===== src/rtl/instr_cache_pkg.sv =====
// instr_cache_pkg: shared types and geometry helpers for the instruction cache
package instr_cache_pkg;
   typedef enum logic [1:0] {IDLE, REQ, REFILL} state_t;
   localparam int WORD_W = 32;
   function automatic int off_w(input int line_words);
      return $clog2(line_words) + 2;
   endfunction
   function automatic int idx_w(input int num_lines);
      return $clog2(num_lines);
   endfunction
   function automatic int tag_w(input int addr_w, input int line_words, input int num_lines);
      return addr_w - idx_w(num_lines) - off_w(line_words);
   endfunction
endpackage


===== src/rtl/icache_line_ram.sv =====
// icache_line_ram: line data store with async read and sync write
module icache_line_ram
   import instr_cache_pkg::*;
#(
   parameter int LINE_WORDS = 4,
   parameter int NUM_LINES  = 16
) (
   input  logic                             clk_i,
   input  logic [idx_w(NUM_LINES)-1:0]      rd_idx,
   input  logic [off_w(LINE_WORDS)-3:0]     rd_word,
   output logic [WORD_W-1:0]                rd_data,
   input  logic                             we,
   input  logic [idx_w(NUM_LINES)-1:0]      wr_idx,
   input  logic [off_w(LINE_WORDS)-3:0]     wr_word,
   input  logic [WORD_W-1:0]                wr_data
);
   logic [WORD_W-1:0] mem [NUM_LINES][LINE_WORDS];
   assign rd_data = mem[rd_idx][rd_word];
   always_ff @(posedge clk_i)
      if (we) mem[wr_idx][wr_word] <= wr_data;
endmodule


===== src/rtl/instr_cache.sv =====
// instr_cache: direct-mapped instruction cache with line refill and flush
module instr_cache
   import instr_cache_pkg::*;
#(
   parameter int ADDR_W     = 32,
   parameter int LINE_WORDS = 4,
   parameter int NUM_LINES  = 16
) (
   input  logic              clk_i,
   input  logic              rst_i,
   input  logic [ADDR_W-1:0] PC_addr_i,
   output logic [WORD_W-1:0] instr_o,
   output logic              hit_o,
   input  logic              flush_i,
   output logic              mem_req_o,
   output logic [ADDR_W-1:0] mem_addr_o,
   input  logic              mem_ready_i,
   input  logic              mem_valid_i,
   input  logic [WORD_W-1:0] mem_data_i
);
   localparam int OFF_W = off_w(LINE_WORDS);
   localparam int IDX_W = idx_w(NUM_LINES);
   localparam int TAG_W = tag_w(ADDR_W, LINE_WORDS, NUM_LINES);
   localparam int WRD_W = OFF_W - 2;
   localparam logic [WRD_W-1:0] LAST = WRD_W'(LINE_WORDS - 1);
   state_t               state;
   logic [NUM_LINES-1:0] valid;
   logic [TAG_W-1:0]     tags [NUM_LINES];
   logic [WRD_W-1:0]     cnt;
   logic                 discard;
   logic [WORD_W-1:0]    rd_data;
   logic [IDX_W-1:0]     pc_idx, fill_idx;
   logic [WRD_W-1:0]     pc_word;
   logic [TAG_W-1:0]     pc_tag, fill_tag;
   logic                 beat, last, unused_bits;
   assign pc_idx      = PC_addr_i[OFF_W +: IDX_W];
   assign pc_word     = PC_addr_i[2 +: WRD_W];
   assign pc_tag      = PC_addr_i[ADDR_W-1 -: TAG_W];
   assign fill_idx    = mem_addr_o[OFF_W +: IDX_W];
   assign fill_tag    = mem_addr_o[ADDR_W-1 -: TAG_W];
   assign unused_bits = ^PC_addr_i[1:0];
   assign hit_o       = valid[pc_idx] && tags[pc_idx] == pc_tag;
   assign instr_o     = hit_o ? rd_data : '0;
   assign beat        = state == REFILL && mem_valid_i;
   assign last        = beat && cnt == LAST;
   icache_line_ram #(.LINE_WORDS(LINE_WORDS), .NUM_LINES(NUM_LINES)) u_ram (
      .clk_i   (clk_i),
      .rd_idx  (pc_idx),
      .rd_word (pc_word),
      .rd_data (rd_data),
      .we      (beat),
      .wr_idx  (fill_idx),
      .wr_word (cnt),
      .wr_data (mem_data_i)
   );
   always_ff @(posedge clk_i)
      if (last) tags[fill_idx] <= fill_tag;
   always_ff @(posedge clk_i or posedge rst_i) begin
      if (rst_i) begin
         state      <= IDLE;
         cnt        <= '0;
         discard    <= 1'b0;
         mem_req_o  <= 1'b0;
         mem_addr_o <= '0;
         valid      <= '0;
      end else begin
         case (state)
            IDLE:
               if (!hit_o && !flush_i) begin
                  state      <= REQ;
                  mem_req_o  <= 1'b1;
                  mem_addr_o <= {PC_addr_i[ADDR_W-1:OFF_W], OFF_W'(0)};
               end
            REQ:
               if (mem_ready_i) begin
                  state     <= REFILL;
                  mem_req_o <= 1'b0;
                  cnt       <= '0;
               end
            REFILL:
               if (mem_valid_i) begin
                  cnt <= cnt + 1'b1;
                  if (cnt == LAST) begin
                     state   <= IDLE;
                     discard <= 1'b0;
                  end
               end
            default: state <= IDLE;
         endcase
         // a flush landing on the final beat needs no flag: the line is simply never validated
         if (flush_i && state == REFILL && !last) discard <= 1'b1;
         if (state == IDLE && !hit_o && !flush_i) valid[pc_idx] <= 1'b0;
         if (last && !discard && !flush_i) valid[fill_idx] <= 1'b1;
         if (flush_i) valid <= '0;
      end
   end
endmodule


===== config.mk =====
export PLATFORM = sky130hd
export DESIGN_NAME = instr_cache
export DESIGN_NICKNAME = d
export VERILOG_FILES = /design/src/rtl/instr_cache_pkg.sv /design/src/rtl/icache_line_ram.sv /design/src/rtl/instr_cache.sv
export SDC_FILE = /design/constraint.sdc
export NUM_CORES = 2
export LEC_CHECK = 0
export CORE_ASPECT_RATIO = 1.4
export CORE_UTILIZATION = 62
export DETAILED_ROUTE_END_ITERATION = 10
export GPL_ROUTABILITY_DRIVEN = 0
export PLACE_DENSITY = 0.79
export SYNTH_ARGS = -nofsm -noshare
export SYNTH_HDL_FRONTEND = slang
export SYNTH_SLANG_ARGS = --single-unit

===== constraint.sdc =====
create_clock -name clk_i -period 7.6 [get_ports clk_i]
set_input_delay 1.9 -clock clk_i [delete_from_list [all_inputs] [get_ports clk_i]]
set_output_delay 1.9 -clock clk_i [all_outputs]
set_load 0.05 [all_outputs]

Yosys cells after proc, flatten, opt, wreduce, memory -nomap -nowiden

Memory sizes are Yosys's and may differ from the RTL's.
Index checks and enable logic that the tools add are counted.

Bits in registers: 50
Memory bits (writable): 2432
Logic and storage cells: 91
Memories: 2

Add/sub/neg operators: 1
Magnitude comparators: 7
Eq/ne operators: 8
Muxes and demuxes: 34
Bitwise logic cells: 5
Reduce and logical (&&, ||, !) cells: 28

Memory list:

| memory    | words | width | read ports | clocked after memory_dff | write ports | line                  | source |
|---|---|---|---|---|---|---|---|
| u_ram.mem | 16    | 128   | 1          | 0                        | 1           | icache_line_ram.sv:17 | `logic [WORD_W-1:0] mem [NUM_LINES][LINE_WORDS];` |
| tags      | 16    | 24    | 1          | 0                        | 1           | instr_cache.sv:28     | `logic [TAG_W-1:0] tags [NUM_LINES];` |

Operators by type and width:

| cell                                                | count |
|---|---|
| two-way mux 128 bit                                 | 1 |
| two-way mux 32 bit                                  | 4 |
| binary-select mux 32 bit (select 2 bit)             | 1 |
| demux 32 bit (select 2 bit)                         | 1 |
| two-way mux 16 bit                                  | 3 |
| == test 24 bit                                      | 1 |
| bitwise AND 16 bit                                  | 1 |
| NOT 16 bit                                          | 1 |
| bitwise OR 16 bit                                   | 1 |
| logical AND 1 bit                                   | 13 |
| two-way mux 1 bit                                   | 12 |
| two-way mux 2 bit                                   | 6 |
| < comparator 4 x 5 -> 1 bit, second input constant  | 2 |
| nonzero test 2 bit                                  | 5 |
| AND reduction 3 bit                                 | 3 |
| demux 1 bit (select 4 bit)                          | 2 |
| >= comparator 4 x 1 -> 1 bit, second input constant | 2 |
| inequality test 2 bit, second input constant        | 4 |
| >= comparator 3 bit, second input constant          | 2 |
| NOT 2 -> 3 bit                                      | 2 |
| case mux 2 bit (3 select lines)                     | 1 |
| binary-select mux 1 bit (select 4 bit)              | 1 |
| == test 2 bit, second input constant                | 2 |
| zero test 1 bit                                     | 4 |
| other kinds (8)                                     | 8 |

Longest topological paths before layout

Word-level depth: 10
Gate-level depth with buffers: 14
Mapped depth without buffers: 8

Hierarchy

Synthesis repeated with hierarchy kept, for this count alone.

Cells, all modules: 4314
Area, all modules: 95763.1 sq um

Modules (own cells, without submodules):

| module          | times used | cells an instance | area each (sq um) |
|---|---|---|---|
| icache_line_ram | 1          | 3348              | 77635.7 |
| instr_cache     | 1          | 966               | 18127.4 |

Least setup slack after synthesis

OpenSTA, ideal clock, no wires.

Kind: input to output
Start point: input port PC_addr_i[5]
End point: output port instr_o[12]
Arrival: 5.054 ns
Slack: 0.646 ns
Cell stages on the path: 11
Buffers on the path: 4
Cell sequence: buf_6 buf_2 buf_2 mux4_2 a221o_1 or3_1 o21bai_1 nor4bb_1 nand3_1 clkbuf_1 nor2b_1

Longest elaborated chain between the ends: 5
Elaborated cells on any way between the ends: 10

RTL lines:

| what                                                   | line                  | source |
|---|---|---|
| from (decl)                                            | instr_cache.sv:11     | `input logic [ADDR_W-1:0] PC_addr_i,` |
| memory read (16 x 128 bit)                             | --                    |  |
| binary-select mux 32 bit (select 2 bit)                | icache_line_ram.sv:18 | `assign rd_data = mem[rd_idx][rd_word];` |
| two-way mux 32 bit (not written as such) (2 in series) | icache_line_ram.sv:18 |  |
| two-way mux 32 bit (*)                                 | instr_cache.sv:43     | `assign instr_o = hit_o ? rd_data : '0;` |
| to (decl)                                              | instr_cache.sv:12     | `output logic [WORD_W-1:0] instr_o,` |

Mark *: on every way between the ends. The rest lies on a longest branch, timed or not. The select of a mux whose other input is x is not followed.

Worst setup path in the final report

Start point: input port PC_addr_i[4]
End point: output port instr_o[6]

The elaborated chain is that of the path after synthesis.

==> impl_results.md <==
* Die Wd at 334.1 um
* #FFs+latches synth at 2482
* PortBufs at 128
* Sink Count at 2482
* Clock Tree Root: clkbuf_16
* DIE AREA at 156000 um2
* Sw Ratio at 23.35%
* Critical path endpoint category: primary output
* Fin nets at 4260
* Clock tree buffer depth at 3
* RSZ-0062 raised after global routing: no
* Fin util at 70.05%
* Max FO, Critical Path at 37
* P_int at 22.22 mW
* Largest net degree at the start of global routing at 104
* CTS buffer count at 207
* First-pass GRT wire length at 348.2 mm
* Routed wire length at 244.2 mm
* Power per Cell Area at 269.8 nW/um2
* Synth Flop Type: edfxtp_1
* Async set-reset flop share out of synthesis at 2.015%
* Starting DRC count in detailed routing at 6699
* Syn. warnings at 0
* Setup TNS at 0 ps
* Worst IR Drop VDD at 0.0003014 V
* P&R area growth vs syn at 12.19%
* DP Cell Count at 6042
* Drt pass-1 iters at 6
* Post-cts gate resize count at 0
* Share of layout cells above drive strength 1 at 32.13%
* Max incr delay on CP at 550 ps
* Setup Fix Bufs, Post-CTS at 0
* Number of distinct library cells after synthesis at 66
* Antenna Violating Nets Remaining at 0
* Core box area at 153400 um2
* Share of the yosys chip area belonging to registers at 77.57%
* Vias per std cell at 7.208
* Vias in the first global route at 47450
* Critical path class: in2out
* WP data arrival at 5340 ps
* Worst EP required at 5700 ps
* Total GRT Usage at 32.04%
* Number of H-tree levels at 4
* Sw Pwr at 6.768 mW
* Worst slew pin tran at 1270 ps
* Overflow after GRT at 0
* Top-area cell type share of the netlist area at 76.26%
* Post-synth top area cell: edfxtp_1
* Clock transition at path regs at 60 ps
* Crit path max-delay cell type: mux4_2
* Startpoint types: input port
* Post-route insts no fill at 6436
* Post-CTS Hold Fix Bufs at 0
* Layout Skew at 28.28 ps
* Endpoints failing setup at 0
* Synth Area per Inst at 24.55 um2
* Max-cap viol count at 0
* Top cells by area, synth: edfxtp_1 (76%), mux4_2 (18%), dfrtp_1 (1.3%)
* CP cell instances: buf_8, buf_4, mux4_2, mux2i_1, mux2i_1, xnor2_1, nand3_1, nor4_4, buf_12, and3_1, buf_12
* WHS at 547.2 ps
* Status: finished clean
* Vertical die dimension at 467.0 um
* Final Slew Violations at 0
* Total number of vias at 46390
* Gate Count Post-Synth at 3900
* # IOs at 135
* CTS tree: done
* Min-delay worst type: reg2reg
* Minimum clock period at 7245 ps
* Initial Utilization at 62.44%
* Number of enable flip-flop cells after synthesis at 2432
* Post-synthesis cell area at 95760 um2
* FP Rows at 170
* Clock Power Share at 37.2%
* Max frequency at 0.1380 GHz
* Drt drc at 0
* Initial antenna violation count at 27
* Combinational share of power at 7.8%
* LEAKAGE at 33.52 nW
* Period utilisation layout at 95.33%
* Slew headroom at 15.36%
* Drt wl/cell at 37.94 um
* Hold Violations, Final at 0
* Skew-Pair Late Insertion Delay at 860 ps
* Post-DP HPWL at 123.2 mm
* Seq pwr share at 55.0%
[metal layers]
layer	share of wire [%]	global-route usage, %
met1	34	41.22
met2	52	53.99
met3	11	6.771
met4	4.2	12.86
met5	0.061	0
[final timing paths]
check                             start               end  slack (ps)  cells past startpoint
max                        PC_addr_i[4]        instr_o[6]         360                     11
min                           valid[12]         valid[12]         550                      2
max reg2reg                    state[1]  u_ram.mem[7][15]        3800                      4
min reg2reg                   valid[12]         valid[12]         550                      2
max in group asynchronous         rst_i         valid[12]        5510                      3
min in group asynchronous         rst_i    mem_addr_o[13]        1580                      3
[kinds of logic (layout without fill, tap and decap cells)]
| group | Yosys count | in the layout | share of synthesized area (%) |
|---|---|---|---|
| flops | 2482 | 2482 | 77.57 |
| mux | 845 | 845 | 19.06 |
| simple gates | 227 | 227 | 1.130 |
| buf+inv | 226 | 687 | 1.235 |
| compound gates | 93 | 93 | 0.7435 |
| xor+xnor | 22 | 22 | 0.2012 |
| fa+ha+maj | 4 | 4 | 0.05227 |
| other cells | 1 | 12 | 0.003916 |
[cells in the mapped netlist (all sizes together), types with 10 or more instances]
cell type,count
mux2i,38
mux4,767
nand3,11
a32oi,10
nor2b,38
dfrtp,50
nand2,41
mux2,40
xnor2,17
buf,147
nor2,95
a21oi,17
inv,16
edfxtp,2432
clkbuf,61
[registers in the layout, indices dropped and copies added (netlist names)]
name        count
state           2
cnt             2
u_ram.mem    2048
discard         1
mem_addr_o     28
tags          384
mem_req_o       1
valid          16
[layout make-up]
type	count	area, um2
sequential	2482	74280
fill	8100	45930
multi-input combinational	1195	20800
clock buffer	254	5450
timing repair buffer	284	2953
tap	2064	2582
clock inverter	132	1275
inverter	17	71.32
antenna	8	20.02
[metrics by stage]
step	setup WS (ps)	instance area, um2	power (mW)
after floorplan	645.6	95770	17.45
after global placement	391.4	100700	18.34
after detailed placement	368.1	100700	18.42
after CTS	341.6	107400	29.03
after global routing	241.3	107400	29.61
final	355.1	107400	28.99
[worst max-delay path: cells and delay by family]
kind / cells / cell delay (ps)
muxes: 3 / 920
xor gates and xnor gates: 1 / 410
and+or+nand+nor: 3 / 910
buffers and inverters: 4 / 1150
[cells in the final DEF (no fill, tap or decap), types with 6 or more instances in the layout]
| cell | count |
|---|---|
| a22o_1 | 6 |
| a221oi_1 | 8 |
| clkbuf_1 | 41 |
| mux2_4 | 28 |
| buf_2 | 32 |
| inv_6 | 8 |
| mux4_1 | 12 |
| bufinv_16 | 21 |
| and3_1 | 8 |
| clkbuf_16 | 210 |
| mux4_2 | 755 |
| clkinvlp_4 | 6 |
| edfxtp_1 | 2432 |
| nand2_1 | 41 |
| nor2_1 | 31 |
| inv_1 | 14 |
| nand3_1 | 9 |
| nand4_1 | 8 |
| a21oi_1 | 17 |
| diode_2 | 8 |
| a32oi_1 | 10 |
| nor3_1 | 9 |
| xnor2_1 | 17 |
| nor2b_1 | 38 |
| clkinv_1 | 43 |
| mux2_2 | 12 |
| clkdlybuf4s50_1 | 57 |
| buf_4 | 132 |
| clkinv_2 | 44 |
| dfrtp_1 | 50 |
| mux2i_1 | 38 |
| nor2_4 | 64 |
| o22ai_1 | 6 |
| a22oi_1 | 9 |
| buf_12 | 59 |
[power by group through the flow]
stage | Clock, mW | Sequential (mW) | Combinational (mW)
floorplan | 0 | 16.3 | 1.13
global placement | 0 | 16.2 | 2.15
detailed placement | 0 | 16.2 | 2.20
CTS | 10.8 | 15.9 | 2.26
global route | 11.3 | 16.0 | 2.34
finish | 10.8 | 15.9 | 2.27
Power figures use the tool's default switching activity.
